===== config.mk =====
export PLATFORM = sky130hd
export DESIGN_NAME = alu_seq
export DESIGN_NICKNAME = d
export VERILOG_FILES = /design/src/rtl/alu_seq.sv
export SDC_FILE = /design/constraint.sdc
export NUM_CORES = 1
export LEC_CHECK = 0
export ABC_AREA = 0
export BUFFER_PORTS_ARGS = -buffer_cell sky130_fd_sc_hd__buf_2
export CELL_PAD_IN_SITES_DETAIL_PLACEMENT = 1
export CELL_PAD_IN_SITES_GLOBAL_PLACEMENT = 1
export CORE_UTILIZATION = 45
export CTS_CLUSTER_SIZE = 28
export DETAILED_ROUTE_END_ITERATION = 12
export GPL_TIMING_DRIVEN = 0
export PLACE_DENSITY_LB_ADDON = 0.1
export SLEW_MARGIN = 20
export SYNTH_ARGS = -nofsm -noshare
export SYNTH_HDL_FRONTEND = slang
export SYNTH_SLANG_ARGS = --single-unit

===== constraint.sdc =====
create_clock -name clk -period 5.5 [get_ports clk]
set_clock_uncertainty 0.05 [all_clocks]
set_input_delay 0 -clock clk [delete_from_list [all_inputs] [get_ports clk]]
set_output_delay 0 -clock clk [all_outputs]
set_load 0.05 [all_outputs]

===== src/rtl/alu_seq.sv =====
// Sequential handshaked ALU: single-cycle logic/arith ops, iterative signed multiply,
// registered result and {overflow, negative, zero} flags behind valid/ready ports.
module alu_seq #(
  parameter int unsigned BW = 16
) (
  input  logic          clk,
  input  logic          rst_n,
  input  logic          in_valid,
  output logic          in_ready,
  input  logic [BW-1:0] in_a,
  input  logic [BW-1:0] in_b,
  input  logic [3:0]    opcode,
  output logic          out_valid,
  input  logic          out_ready,
  output logic [BW-1:0] out,
  output logic [2:0]    flags
);

  localparam int unsigned SHW = $clog2(BW);
  localparam int unsigned PW  = 2 * BW;

  localparam logic [3:0] OP_ADD  = 4'd0;
  localparam logic [3:0] OP_SUB  = 4'd1;
  localparam logic [3:0] OP_AND  = 4'd2;
  localparam logic [3:0] OP_OR   = 4'd3;
  localparam logic [3:0] OP_XOR  = 4'd4;
  localparam logic [3:0] OP_INC  = 4'd5;
  localparam logic [3:0] OP_PASA = 4'd6;
  localparam logic [3:0] OP_PASB = 4'd7;
  localparam logic [3:0] OP_MUL  = 4'd8;
  localparam logic [3:0] OP_SHL  = 4'd9;
  localparam logic [3:0] OP_SHR  = 4'd10;

  localparam logic [BW-1:0] MAX_POS = {1'b0, {(BW-1){1'b1}}};

  typedef enum logic [1:0] {
    S_IDLE,
    S_MUL,
    S_DONE
  } state_t;

  state_t          state, state_nxt;
  logic            accept;
  logic            load_alu, start_mul, load_mul;

  logic [SHW-1:0]  cnt;
  logic [PW-1:0]   acc, mcand;
  logic [BW-1:0]   mplier;
  logic            neg;

  logic [BW-1:0]   alu_res, sum, diff, mag_a, mag_b;
  logic            alu_ovf;
  logic [SHW-1:0]  shamt;
  logic [PW-1:0]   acc_nxt, prod;
  logic            mul_ovf;

  // State register
  always_ff @(posedge clk or negedge rst_n) begin
    if (!rst_n) state <= S_IDLE;
    else        state <= state_nxt;
  end

  // Next state, handshake outputs and datapath load strobes
  always_comb begin
    state_nxt = state;
    in_ready  = 1'b0;
    out_valid = 1'b0;
    accept    = 1'b0;
    load_alu  = 1'b0;
    start_mul = 1'b0;
    load_mul  = 1'b0;
    case (state)
      S_IDLE: in_ready = 1'b1;
      S_MUL: begin
        if (cnt == SHW'(BW - 1)) begin
          state_nxt = S_DONE;
          load_mul  = 1'b1;
        end
      end
      S_DONE: begin
        out_valid = 1'b1;
        in_ready  = out_ready;
        if (out_ready) state_nxt = S_IDLE;
      end
      default: state_nxt = S_IDLE;
    endcase
    accept = in_valid && in_ready;
    if (accept) begin
      if (opcode == OP_MUL) begin
        start_mul = 1'b1;
        state_nxt = S_MUL;
      end else begin
        load_alu  = 1'b1;
        state_nxt = S_DONE;
      end
    end
  end

  // Single-cycle ops, evaluated on the operands being accepted
  always_comb begin
    sum     = in_a + in_b;
    diff    = in_a - in_b;
    shamt   = in_b[SHW-1:0];
    alu_res = '0;
    alu_ovf = 1'b0;
    case (opcode)
      OP_ADD: begin
        alu_res = sum;
        alu_ovf = (in_a[BW-1] == in_b[BW-1]) && (sum[BW-1] != in_a[BW-1]);
      end
      OP_SUB: begin
        alu_res = diff;
        alu_ovf = (in_a[BW-1] != in_b[BW-1]) && (diff[BW-1] != in_a[BW-1]);
      end
      OP_AND:  alu_res = in_a & in_b;
      OP_OR:   alu_res = in_a | in_b;
      OP_XOR:  alu_res = in_a ^ in_b;
      OP_INC: begin
        alu_res = in_a + BW'(1);
        alu_ovf = (in_a == MAX_POS);
      end
      OP_PASA: alu_res = in_a;
      OP_PASB: alu_res = in_b;
      OP_SHL:  alu_res = in_a << shamt;
      OP_SHR:  alu_res = BW'($signed(in_a) >>> shamt);
      default: alu_res = '0;
    endcase
  end

  // Multiply on magnitudes so -2^(BW-1) stays exact; sign is restored on the full product
  always_comb begin
    mag_a   = in_a[BW-1] ? BW'(-in_a) : in_a;
    mag_b   = in_b[BW-1] ? BW'(-in_b) : in_b;
    acc_nxt = acc + (mplier[0] ? mcand : PW'(0));
    prod    = neg ? PW'(PW'(0) - acc_nxt) : acc_nxt;
    mul_ovf = !((&prod[PW-1:BW-1]) || !(|prod[PW-1:BW-1]));
  end

  // Result registers and shift-add multiplier state
  always_ff @(posedge clk or negedge rst_n) begin
    if (!rst_n) begin
      out    <= '0;
      flags  <= 3'b000;
      cnt    <= '0;
      acc    <= '0;
      mcand  <= '0;
      mplier <= '0;
      neg    <= 1'b0;
    end else begin
      if (load_alu) begin
        out   <= alu_res;
        flags <= {alu_ovf, alu_res[BW-1], (alu_res == '0)};
      end else if (load_mul) begin
        out   <= prod[BW-1:0];
        flags <= {mul_ovf, prod[BW-1], (prod[BW-1:0] == '0)};
      end
      if (start_mul) begin
        acc    <= '0;
        mcand  <= PW'(mag_a);
        mplier <= mag_b;
        neg    <= in_a[BW-1] ^ in_b[BW-1];
        cnt    <= '0;
      end else if (state == S_MUL) begin
        acc    <= acc_nxt;
        mcand  <= mcand << 1;
        mplier <= mplier >> 1;
        cnt    <= cnt + SHW'(1);
      end
    end
  end

endmodule


==> run summary, run 1 <==
htree depth = 3
total gr overflow = 0
Routed Antenna Nets = 0
first-pass GRT wire length = 77,690 µm
PortBufs = 58
part of the cycle the worst path needs = 98.49%
Die W = 163.9 µm
max-cap viol count = 0
Worst Path Required = 5680 ps
status = finished clean
Max Slew Vio Count = 0
YS warnings = 0
Tot GR Track Use = 38.21%
Synth top area share = 22.28%
ys flop type = dfrtp_1
worst rel slew slack = 19.90%
dpl cells = 1,952
Yosys top cell by area = dfrtp_1
clock transition at the registers of the reported paths = 80 ps
residual DRC count = 0
DP Wirelength = 41,140 µm
Final Cell Area = 13,150 µm²
min Tclk post-route = 5417 ps
# rows = 58
pin slew with the least headroom to its limit = 1197 ps
count leader, synth = nand2_1
CTS tree = done
total wire length = 51,510 µm
Setup Crit Path Kind = register to register
Die Ht = 163.9 µm
Async SR Flop Fraction = 100.0%
drt wl/cell = 26.11 µm
clk_lat worst skew = 360 ps
Clock Path Buffers = 2
synthesized area per cell = 7.561 µm²
core area = 25,470 µm²
CP max FO = 9
Fin Setup TNS = 0 ps
first-pass iteration count of the detailed router = 5
Die ar. = 26,860 µm²
EDFF count, synth = 0
f_max = 184.6 MHz
worst vdd ir = 0.2661 mV
Synth Instances = 1,560
via density per instance = 6.683
PwrDens = 393.2 nW/µm²
P_leak = 5.589 nW
Final nets = 1,765
commonest cells in the netlist = nand2_1 (186), o21ai_0 (134), a21oi_1 (107)
filler instances = 3,256
dpl cell area = 12,570 µm²
Crit path arrival time = 5600 ps
Final Util = 51.61%
Starting Density = 46.31%
Area contributors post-synth = dfrtp_1 (22%), ha_1 (8.9%), nand2_1 (5.9%), o21ai_0 (5.7%), xnor2_1 (4.6%)
Final Hold Fails = 0
CTS sink cnt = 105
synthesized area = 11,800 µm²
#FFs+latches synth = 105
count of cell types in the netlist = 78
largest net degree at the start of global routing = 74
antenna violations before repair = 0
Root Driver = clkbuf_16
CP Capture Type = register
Initial DRC Count = 1,033
GPL Wtd Cong = 1.011
synth-to-layout area growth = 11.46%
endpoints failing setup = 0
layout cell share with drive strength beyond 1 = 9.074%
Vias = 13,185
vias in the first global route = 13,018
Finished Layout Cells = 1,973
HP Class = input pin to register
cts bufs inserted = 9
# IOs = 61
post-layout power = 5.169 mW
Synthesized Nets = 1,687
post-synthesis sequential area ratio = 22.28%
Startpoint Class = register
==> metal layers <==
metal  vias up  track usage [%]  routed length, µm
met3       138            4.722               3063
met1      6558            48.12              21340
met4         0            19.53               2756
met2       539            64.06              24350
met5         -                0                  0
li1       5950                -                  -
==> worst paths after layout <==
check | depth (start not counted) | endpoint | from | slack, ps
min in group asynchronous | 2 | acc[3]$_DFFE_PN0P_ | rst_n | 40
min | 3 | mplier[8]$_DFFE_PN0P_ | in_b[8] | 20
max in group asynchronous | 3 | mplier[0]$_DFFE_PN0P_ | rst_n | 4620
max reg2reg | 18 | flags[2]$_DFFE_PN0P_ | mplier[0]$_DFFE_PN0P_ | 80
min reg2reg | 2 | acc[22]$_DFFE_PN0P_ | acc[22]$_DFFE_PN0P_ | 450
max | 18 | flags[2]$_DFFE_PN0P_ | mplier[0]$_DFFE_PN0P_ | 80
==> cell type report <==
cell class | count | area (µm²) | area share (%)
well taps | 330 | 412.9 | 3.141
clock buffers | 9 | 225.2 | 1.713
inverters | 58 | 217.7 | 1.656
repair buffers | 70 | 404.1 | 3.074
plain buffers | 104 | 429.2 | 3.264
clock inverters | 6 | 97.59 | 0.7424
multi-input cells | 1290 | 8728 | 66.39
flip-flops and latches | 105 | 2629 | 20.00
diodes | 1 | 2.502 | 0.01903
==> worst max-delay path: stages, from the launching register on <==
cell	delay, ps
dfrtp_2	490
buf_6	160
and2_4	140
ha_1	300
buf_6	140
a211o_1	320
a211o_1	330
o211ai_2	260
a31oi_4	160
xor2_4	180
or3_4	380
buf_6	140
or4_4	540
or3_4	410
buf_6	140
or4_1	480
a311o_1	290
o31ai_2	280
o21ai_1	90
==> cell families after synthesis <==
logic type / share of synthesized area [%]
simple gates: 22.13
compound gates: 30.51
buf+inv: 5.516
mux: 3.766
xor+xnor: 6.386
fa+ha+maj: 9.420
flops: 22.28
==> cell usage in the layout, fill, tap and decap left out, types with 8 or more instances in the layout <==
cell type,synthesis,routed
nand2_1,186,186
o21ai_0,134,130
a21oi_1,107,106
nor2_1,106,106
dfrtp_1,105,104
clkbuf_1,84,80
nand3_1,79,79
ha_1,84,79
buf_2,4,63
xnor2_1,62,62
inv_1,52,52
and2_1,40,39
a22oi_1,35,35
nor3_1,33,32
a21o_1,28,28
a211oi_1,24,23
mux2i_1,23,23
xor2_1,24,21
a221oi_1,21,20
a221o_1,18,18
nand4_1,16,16
buf_1,15,15
o221ai_1,15,15
and3_1,14,14
o211ai_1,14,14
o31ai_1,15,14
a31oi_1,15,13
o21bai_1,13,13
a211o_1,12,12
nor4_1,16,11
or3_1,12,11
o21a_1,10,10
nor2b_1,9,9
clkbuf_16,0,9
a22o_1,8,8
mux4_2,8,8
==> repair_timing <==
item,in CTS,in global routing
gates cloned,0,1
hold endpoints to repair,106,0
resized for setup,10,34
setup endpoints to repair,1,1
setup buffers,0,5
pin swaps,0,10
hold buffers,2,0
==> stage by stage <==
stage / hold WS [ps] / setup WS (ps)
3_3_place_gp: 260.7 / -201.2
6_report: 19.00 / 83.28
4_1_cts: 6.670 / 3.599
5_1_grt: 46.84 / -35.94
2_1_floorplan: -345.6 / 585.0
3_5_place_dp: -141.3 / -147.0
==> power by group <==
part	switching, mW	internal [mW]
Clock	0.334	0.406
Sequential	0.245	1.07
Combinational	2.01	1.10
Total	2.59	2.58
==> sequential cells by signal, indices dropped and copies added, names as in the netlist <==
signal,flops
acc,32
mcand,32
mplier,16
out,15
cnt,4
flags,3
state,2
neg,1
(Power assumes the default switching activity.)
==> run 2: changes to the inputs <==
--- a/config.mk
+++ b/config.mk
@@ -9,11 +9,11 @@
 export BUFFER_PORTS_ARGS = -buffer_cell sky130_fd_sc_hd__buf_2
 export CELL_PAD_IN_SITES_DETAIL_PLACEMENT = 1
 export CELL_PAD_IN_SITES_GLOBAL_PLACEMENT = 1
-export CORE_UTILIZATION = 45
+export CORE_UTILIZATION = 47
 export CTS_CLUSTER_SIZE = 28
 export DETAILED_ROUTE_END_ITERATION = 12
 export GPL_TIMING_DRIVEN = 0
-export PLACE_DENSITY_LB_ADDON = 0.1
+export PLACE_DENSITY = 0.93
 export SLEW_MARGIN = 20
 export SYNTH_ARGS = -nofsm -noshare
 export SYNTH_HDL_FRONTEND = slang
==> constraint.sdc (replaced) <==
create_clock -name clk -period 5.2 [get_ports clk]
set_clock_uncertainty 0.05 [all_clocks]
set_input_delay 0 -clock clk [delete_from_list [all_inputs] [get_ports clk]]
set_output_delay 0 -clock clk [all_outputs]
set_load 0.05 [all_outputs]
==> run 2 against run 1 <==
The run now ends with negative hold slack, negative setup slack left. Clock-buffer cell count unchanged. Hold slack worse by 21 ps. Sequential cell count unchanged. Final cell count up 0.71%. Critical path depth down 1. Via count up 9.8%. Register-to-register slack worse by 150 ps.
==> run summary, run 2 (synthesis gave the netlist of run 1 again) <==
CTS sink cnt = 105 (unchanged)
clk_lat worst skew = 390 ps (+30 ps)
synth-to-layout area growth = 14.89%
min Tclk post-route = 5269 ps (-148.1 ps)
PwrDens = 450.9 nW/µm² (+15%)
Tot GR Track Use = 43.30% (+5.1 points)
core area = 24,460 µm² (-4.0%)
Largest regs = acc (32), mcand (32), mplier (16)
Hold Slack = -1.743 ps (-20.74 ps)
leading cell type in the layout, fill and taps excluded = nand2_1
Max Slew Vio Count = 0 (unchanged)
R2R cell count = 17 (-1)
failing checks = negative hold slack, negative setup slack
worst rel slew slack = 22.73% (+2.8 points)
dpl cells = 1,944 (-0.41%)
total gr overflow = 0 (unchanged)
Root Driver = clkbuf_16
dpl ws = -592.2 ps (-445.1 ps)
Routed Antenna Nets = 0 (unchanged)
cts bufs inserted = 9 (unchanged)
Starting Density = 48.22% (+1.9 points)
DP Wirelength = 39,870 µm (-3.1%)
total wire length = 57,540 µm (+12%)
Vias = 14,476 (+9.8%)
drt wl/cell = 28.96 µm (+11%)
Top Family by Delay on Critical Path = simple AND/OR/NAND/NOR gates
Die Ht = 160.4 µm (-2.1%)
pin slew with the least headroom to its limit = 1155 ps (-42.32 ps)
Final Cell Area = 13,550 µm² (+3.1%)
HP Class = input pin to register
RR Endpoint = flags[2]$_DFFE_PN0P_
htree depth = 3 (unchanged)
CP Capture Type = register
clock transition at the registers of the reported paths = 90 ps (about the same)
Finished Layout Cells = 1,987 (+0.71%)
CP bufs+invs = 2 (-2)
max-cap viol count = 0 (unchanged)
area of the multi-input gates = 8984 µm² (+2.9%)
GPL Wtd Cong = 0.9972 (-1.4%)
via density per instance = 7.285 (+9.0%)
register area = 2629 µm² (unchanged)
Startpoint Class = register
Worst Path Required = 5420 ps (-260 ps)
vias in the first global route = 14,561 (+12%)
Final Hold Fails = 1 (+1)
critical path's largest stage delay = 530 ps (about the same)
reg-to-reg startpoint = mplier[0]$_DFFE_PN0P_
# IOs = 61 (unchanged)
slowest stage cell on the critical path = or4_4
CTS tree = done
first-pass GRT wire length = 86,170 µm (+11%)
Die W = 160.4 µm (-2.1%)
dpl cell area = 12,540 µm² (-0.20%)
f_max = 189.8 MHz (+2.8%)
commonest non-fill, non-tap cells in the layout = nand2_1 (185), o21ai_0 (128), nor2_1 (105), dfrtp_1 (104), a21oi_1 (102)
RSZ-0062 raised after global routing = true
WHS Endpoint = mplier[15]$_DFFE_PN0P_
setup ws final = -68.60 ps (-151.9 ps)
Initial DRC Count = 1,913 (+85%)
layout cell share with drive strength beyond 1 = 12.28% (+3.2 points)
r2r setup slk = -70 ps (-150 ps)
first-pass iteration count of the detailed router = 7 (+2)
part of the cycle the worst path needs = 101.3% (+2.8 points)
worst vdd ir = 0.2650 mV (-0.41%)
CP max FO = 5 (-4)
CP cell instances = buf_6, and2_4, ha_4, fa_2, a21o_1, a22o_1, o211ai_2, a31oi_2, xor2_2, or3_1, buf_6, or4_4, or3_4, or4_4, a311o_1, o31ai_4, o21ai_1
largest net degree at the start of global routing = 79 (+6.8%)
P_leak = 5.712 nW (+2.2%)
PortBufs = 58 (unchanged)
# rows = 57 (-1.7%)
filler instances = 3,033 (-6.8%)
Setup Crit Path Kind = register to register
hold path depth = 4 (+1)
Crit path arrival time = 5490 ps (-110 ps)
hold path start = in_b[12]
endpoints failing setup = 1 (+1)
Die ar. = 25,730 µm² (-4.2%)
Final nets = 1,783 (+1.0%)
status = complete, but fails checks
Clock Path Buffers = 2 (unchanged)
antenna violations before repair = 2 (+2)
residual DRC count = 0 (unchanged)
## run 2: repair_timing
item                       in CTS  in global routing
buffers inserted               16                 10
hold buffers                    4                  0
pin swaps                      19                 29
gates resized for setup        63                 39
hold endpoints to repair      108                  0
setup endpoints to repair       2                  2
## run 2: where the power goes
group | internal (mW) | switching (mW) | leakage, nW
Clock | 0.346 | 0.410 | 0.147
Combinational | 1.37 | 2.54 | 4.23
Sequential | 1.13 | 0.312 | 1.34
Total | 2.85 | 3.26 | 5.71
## run 2: area by class of cell
cell class	instances	share of cell area (%)
multi-input combinational	1290	66.29
sequential	105	19.40
timing repair buffer	90	4.284
buffer	102	3.121
tap	324	2.991
clock buffer	9	1.662
inverter	58	1.607
clock inverter	7	0.6094
antenna	2	0.03693
## run 2: worst max path at each step
stage                                      from                   end  depth (start not counted)  slack [ps]
after floorplan           mplier[0]$_DFFE_PN0P_  flags[2]$_DFFE_PN0P_                         19         290
after global placement    mplier[0]$_DFFE_PN0P_  flags[2]$_DFFE_PN0P_                         19        -510
after detailed placement  mplier[0]$_DFFE_PN0P_  flags[2]$_DFFE_PN0P_                         18        -590
after CTS                 mplier[0]$_DFFE_PN0P_  flags[2]$_DFFE_PN0P_                         18         0.7
after global routing      mplier[0]$_DFFE_PN0P_  flags[2]$_DFFE_PN0P_                         17        -190
final                     mplier[0]$_DFFE_PN0P_  flags[2]$_DFFE_PN0P_                         17         -70
## run 2: routing by layer
layer  wire (µm)  GRT usage, %  vias to the layer above
met5          12             0                        -
met4        4191         26.97                        2
met3        6399         9.607                      338
met2       25640         69.48                     1115
met1       21300         52.71                     7030
li1            -             -                     5991
## run 2: worst reg2reg max path: cells and delay by family (launching register included)
kind	cells	cell delay (ps)
fa+ha+maj	2	550
simple gates	5	1960
compound gates	7	1620
xor+xnor	1	210
buf+inv	2	300
flops	1	460
## run 2: stage by stage
stage                     hold WS, ps  power, mW  setup TNS (ps)  utilization, %
after floorplan                -345.6      3.534               0               -
after global placement          290.3      4.252          -505.0           51.06
after detailed placement       -158.3      4.455          -592.2           51.27
after CTS                       14.12      5.497               0           54.35
after global routing            39.07      6.334          -189.2           55.38
final                          -1.743      6.111          -68.60           55.40
==> run 3: changes to the inputs <==
--- a/config.mk
+++ b/config.mk
@@ -14,6 +14,7 @@
 export DETAILED_ROUTE_END_ITERATION = 12
 export GPL_TIMING_DRIVEN = 0
 export PLACE_DENSITY = 0.93
+export RECOVER_POWER = 100
 export SLEW_MARGIN = 20
 export SYNTH_ARGS = -nofsm -noshare
 export SYNTH_HDL_FRONTEND = slang
==> run 3 against run 2 <==
Total power is 0.22% lower. Die area stayed put. Setup slack got worse by 19 ps. Largest power group unchanged. Combinational power hardly changed. Sequential share of layout area increased by 0.092 points. Hold slack got worse by 1.7 ps. Sequential cell count unchanged. Core utilization decreased by 0.26 points. Critical path depth increased by 2. Register-to-register slack worse by 20 ps. The flow finishes with violations (negative hold slack, max-capacitance violations, max-slew violations, negative setup slack).
==> run summary, run 3 (synthesis gave the netlist of run 1 again) <==
status = complete, but fails checks
failing checks = negative hold slack, max-capacitance violations, max-slew violations, negative setup slack
first-pass GRT wire length = 86,170 µm (unchanged)
Routed Antenna Nets = 0 (unchanged)
HP Class = input pin to register
Top Family by Delay on Critical Path = simple AND/OR/NAND/NOR gates
Crit path arrival time = 5510 ps (+20 ps)
synth-to-layout area growth = 14.35%
first-pass iteration count of the detailed router = 8 (+1)
clock transition at the registers of the reported paths = 90 ps (about the same)
Seq pwr share = 23.7% (about the same)
cts bufs inserted = 9 (unchanged)
Startpoint Class = register
PortBufs = 58 (unchanged)
vias in the first global route = 14,561 (unchanged)
clock share of power = 12.4% (about the same)
RSZ-0062 raised after global routing = true
Hold Slack = -3.415 ps (-1.673 ps)
CTS tree = done
critical path's largest stage delay = 520 ps (about the same)
htree depth = 3 (unchanged)
Fin Setup TNS = -87.76 ps (-19.16 ps)
cell internal pwr = 2.833 mW (-0.53%)
Final Util = 55.14% (-0.26 points)
pin slew with the least headroom to its limit = 2076 ps (+920.9 ps)
GPL Wtd Cong = 0.9972 (unchanged)
dpl ws = -592.2 ps (unchanged)
clk_lat worst skew = 390 ps (about the same)
Final Cell Area = 13,490 µm² (-0.47%)
CP cell instances = buf_6, and2_4, ha_4, fa_2, a21o_1, a22o_1, o211ai_2, a31oi_2, xor2_2, or3_1, buf_6, or4_4, or3_4, buf_4, o31ai_2, xnor2_1, a211o_1, nor4_4, o21ai_1
part of the cycle the worst path needs = 101.7% (+0.37 points)
Net Sw Power = 3.264 mW (about the same)
leading cell type in the layout, fill and taps excluded = nand2_1
layout cell share with drive strength beyond 1 = 10.84% (-1.4 points)
worst rel slew slack = -38.38% (-61 points)
Setup Crit Path Kind = register to register
Final Hold Fails = 1 (unchanged)
PwrDens = 452.1 nW/µm² (+0.25%)
Worst Path Required = 5420 ps (about the same)
drt wl/cell = 28.94 µm (about the same)
residual DRC count = 0 (unchanged)
Worst path most repeated cell = buf_6
total wire length = 57,480 µm (-0.11%)
CP max FO = 5 (unchanged)
# IOs = 61 (unchanged)
Largest regs = acc (32), mcand (32), mplier (16)
area of the multi-input gates = 8979 µm² (about the same)
Metal-1 WL = 21,370 µm (+0.30%)
Tot GR Track Use = 43.30% (unchanged)
core area = 24,460 µm² (unchanged)
Clock Path Buffers = 2 (unchanged)
Max Used Layer = met5
CTS sink cnt = 105 (unchanged)
Comb power frac = 63.9% (about the same)
f_max = 189.1 MHz (-0.36%)
Die Ht = 160.4 µm (unchanged)
total gr overflow = 0 (unchanged)
commonest non-fill, non-tap cells in the layout = nand2_1 (185), o21ai_0 (128), nor2_1 (105), dfrtp_1 (104)
DP Wirelength = 39,870 µm (unchanged)
Vias = 14,408 (-0.47%)
setup ws final = -87.76 ps (-19.16 ps)
Max Slew Vio Count = 108 (+108)
Final nets = 1,783 (unchanged)
Starting Density = 48.22% (unchanged)
Die ar. = 25,730 µm² (unchanged)
register area = 2629 µm² (unchanged)
CP Capture Type = register
antenna violations before repair = 2 (unchanged)
filler instances = 3,054 (+0.69%)
largest net degree at the start of global routing = 79 (unchanged)
Die W = 160.4 µm (unchanged)
P_leak = 5.627 nW (-1.5%)
min Tclk post-route = 5288 ps (+19.16 ps)
Initial DRC Count = 1,855 (-3.0%)
max-cap viol count = 2 (+2)
Sw Share = 53.54% (+0.14 points)
WL met2 = 25,770 µm (+0.51%)
# rows = 57 (unchanged)
met3 wire len = 6139 µm (-4.1%)
CP bufs+invs = 3 (+1)
worst vdd ir = 0.2659 mV (+0.32%)
Root Driver = clkbuf_16
dpl cell area = 12,540 µm² (unchanged)
slowest stage cell on the critical path = or4_4
endpoints failing setup = 1 (unchanged)
via density per instance = 7.255 (-0.42%)
run 3: layout make-up:
class                           count  area share [%]
Antenna cell                        1         0.01855
Timing Repair Buffer               90           3.887
Sequential cell                   105           19.49
Buffer                            102           3.135
Clock buffer                        9           1.670
Tap cell                          324           3.006
Inverter                           58           1.614
Multi-Input combinational cell   1290           66.57
Clock inverter                      7          0.6122
run 3: metal layers:
metal / vias to the layer above / track usage (%)
li1: 5990 / -
met1: 7008 / 52.71
met2: 1074 / 69.48
met3: 334 / 9.607
met4: 2 / 26.97
met5: - / 0
run 3: power groups by stage:
stage               clock, mW  sequential, mW  combinational [mW]
floorplan                   0            1.41                2.13
finish                  0.756            1.44                3.90
detailed placement          0            1.39                3.07
global placement            0            1.36                2.90
CTS                     0.717            1.40                3.38
global route            0.767            1.46                4.10
run 3: path summary, 6_finish.rpt:
kind                                              from                      to  slack, ps  cells after the start
worst min-delay path                          in_b[12]  mplier[15]$_DFFE_PN0P_         -3                      4
worst min register to register  mplier[15]$_DFFE_PN0P_  mplier[15]$_DFFE_PN0P_        450                      2
min in group asynchronous                        rst_n      out[0]$_DFFE_PN0P_        530                      2
worst max register to register   mplier[0]$_DFFE_PN0P_    flags[2]$_DFFE_PN0P_        -90                     19
max in group asynchronous                        rst_n   mplier[0]$_DFFE_PN0P_       1650                      3
worst max-delay path             mplier[0]$_DFFE_PN0P_    flags[2]$_DFFE_PN0P_        -90                     19
run 3: timing repair:
| action | 4_1_cts | 5_1_grt |
|---|---|---|
| gates resized for setup | 63 | 39 |
| setup endpoints to repair | 2 | 2 |
| hold buffers | 4 | 0 |
| pin swaps | 19 | 29 |
| hold endpoints to repair | 108 | 0 |
| setup buffers | 16 | 10 |
run 3: metrics by stage:
stage	total power, mW	std cells
6_report	6.098	1986
5_1_grt	6.318	1985
4_1_cts	5.497	1977
3_5_place_dp	4.455	1944
3_3_place_gp	4.252	1942
2_1_floorplan	3.534	1560
run 3: worst register-to-register path, cell delays in order (launching register included):
cell	delay (ps)
dfrtp_2	460
buf_6	170
and2_4	160
ha_4	160
fa_2	390
a21o_1	240
a22o_1	250
o211ai_2	270
a31oi_2	160
xor2_2	220
or3_1	340
buf_6	140
or4_4	520
or3_4	430
buf_4	160
o31ai_2	250
xnor2_1	200
a211o_1	300
nor4_4	230
o21ai_1	90
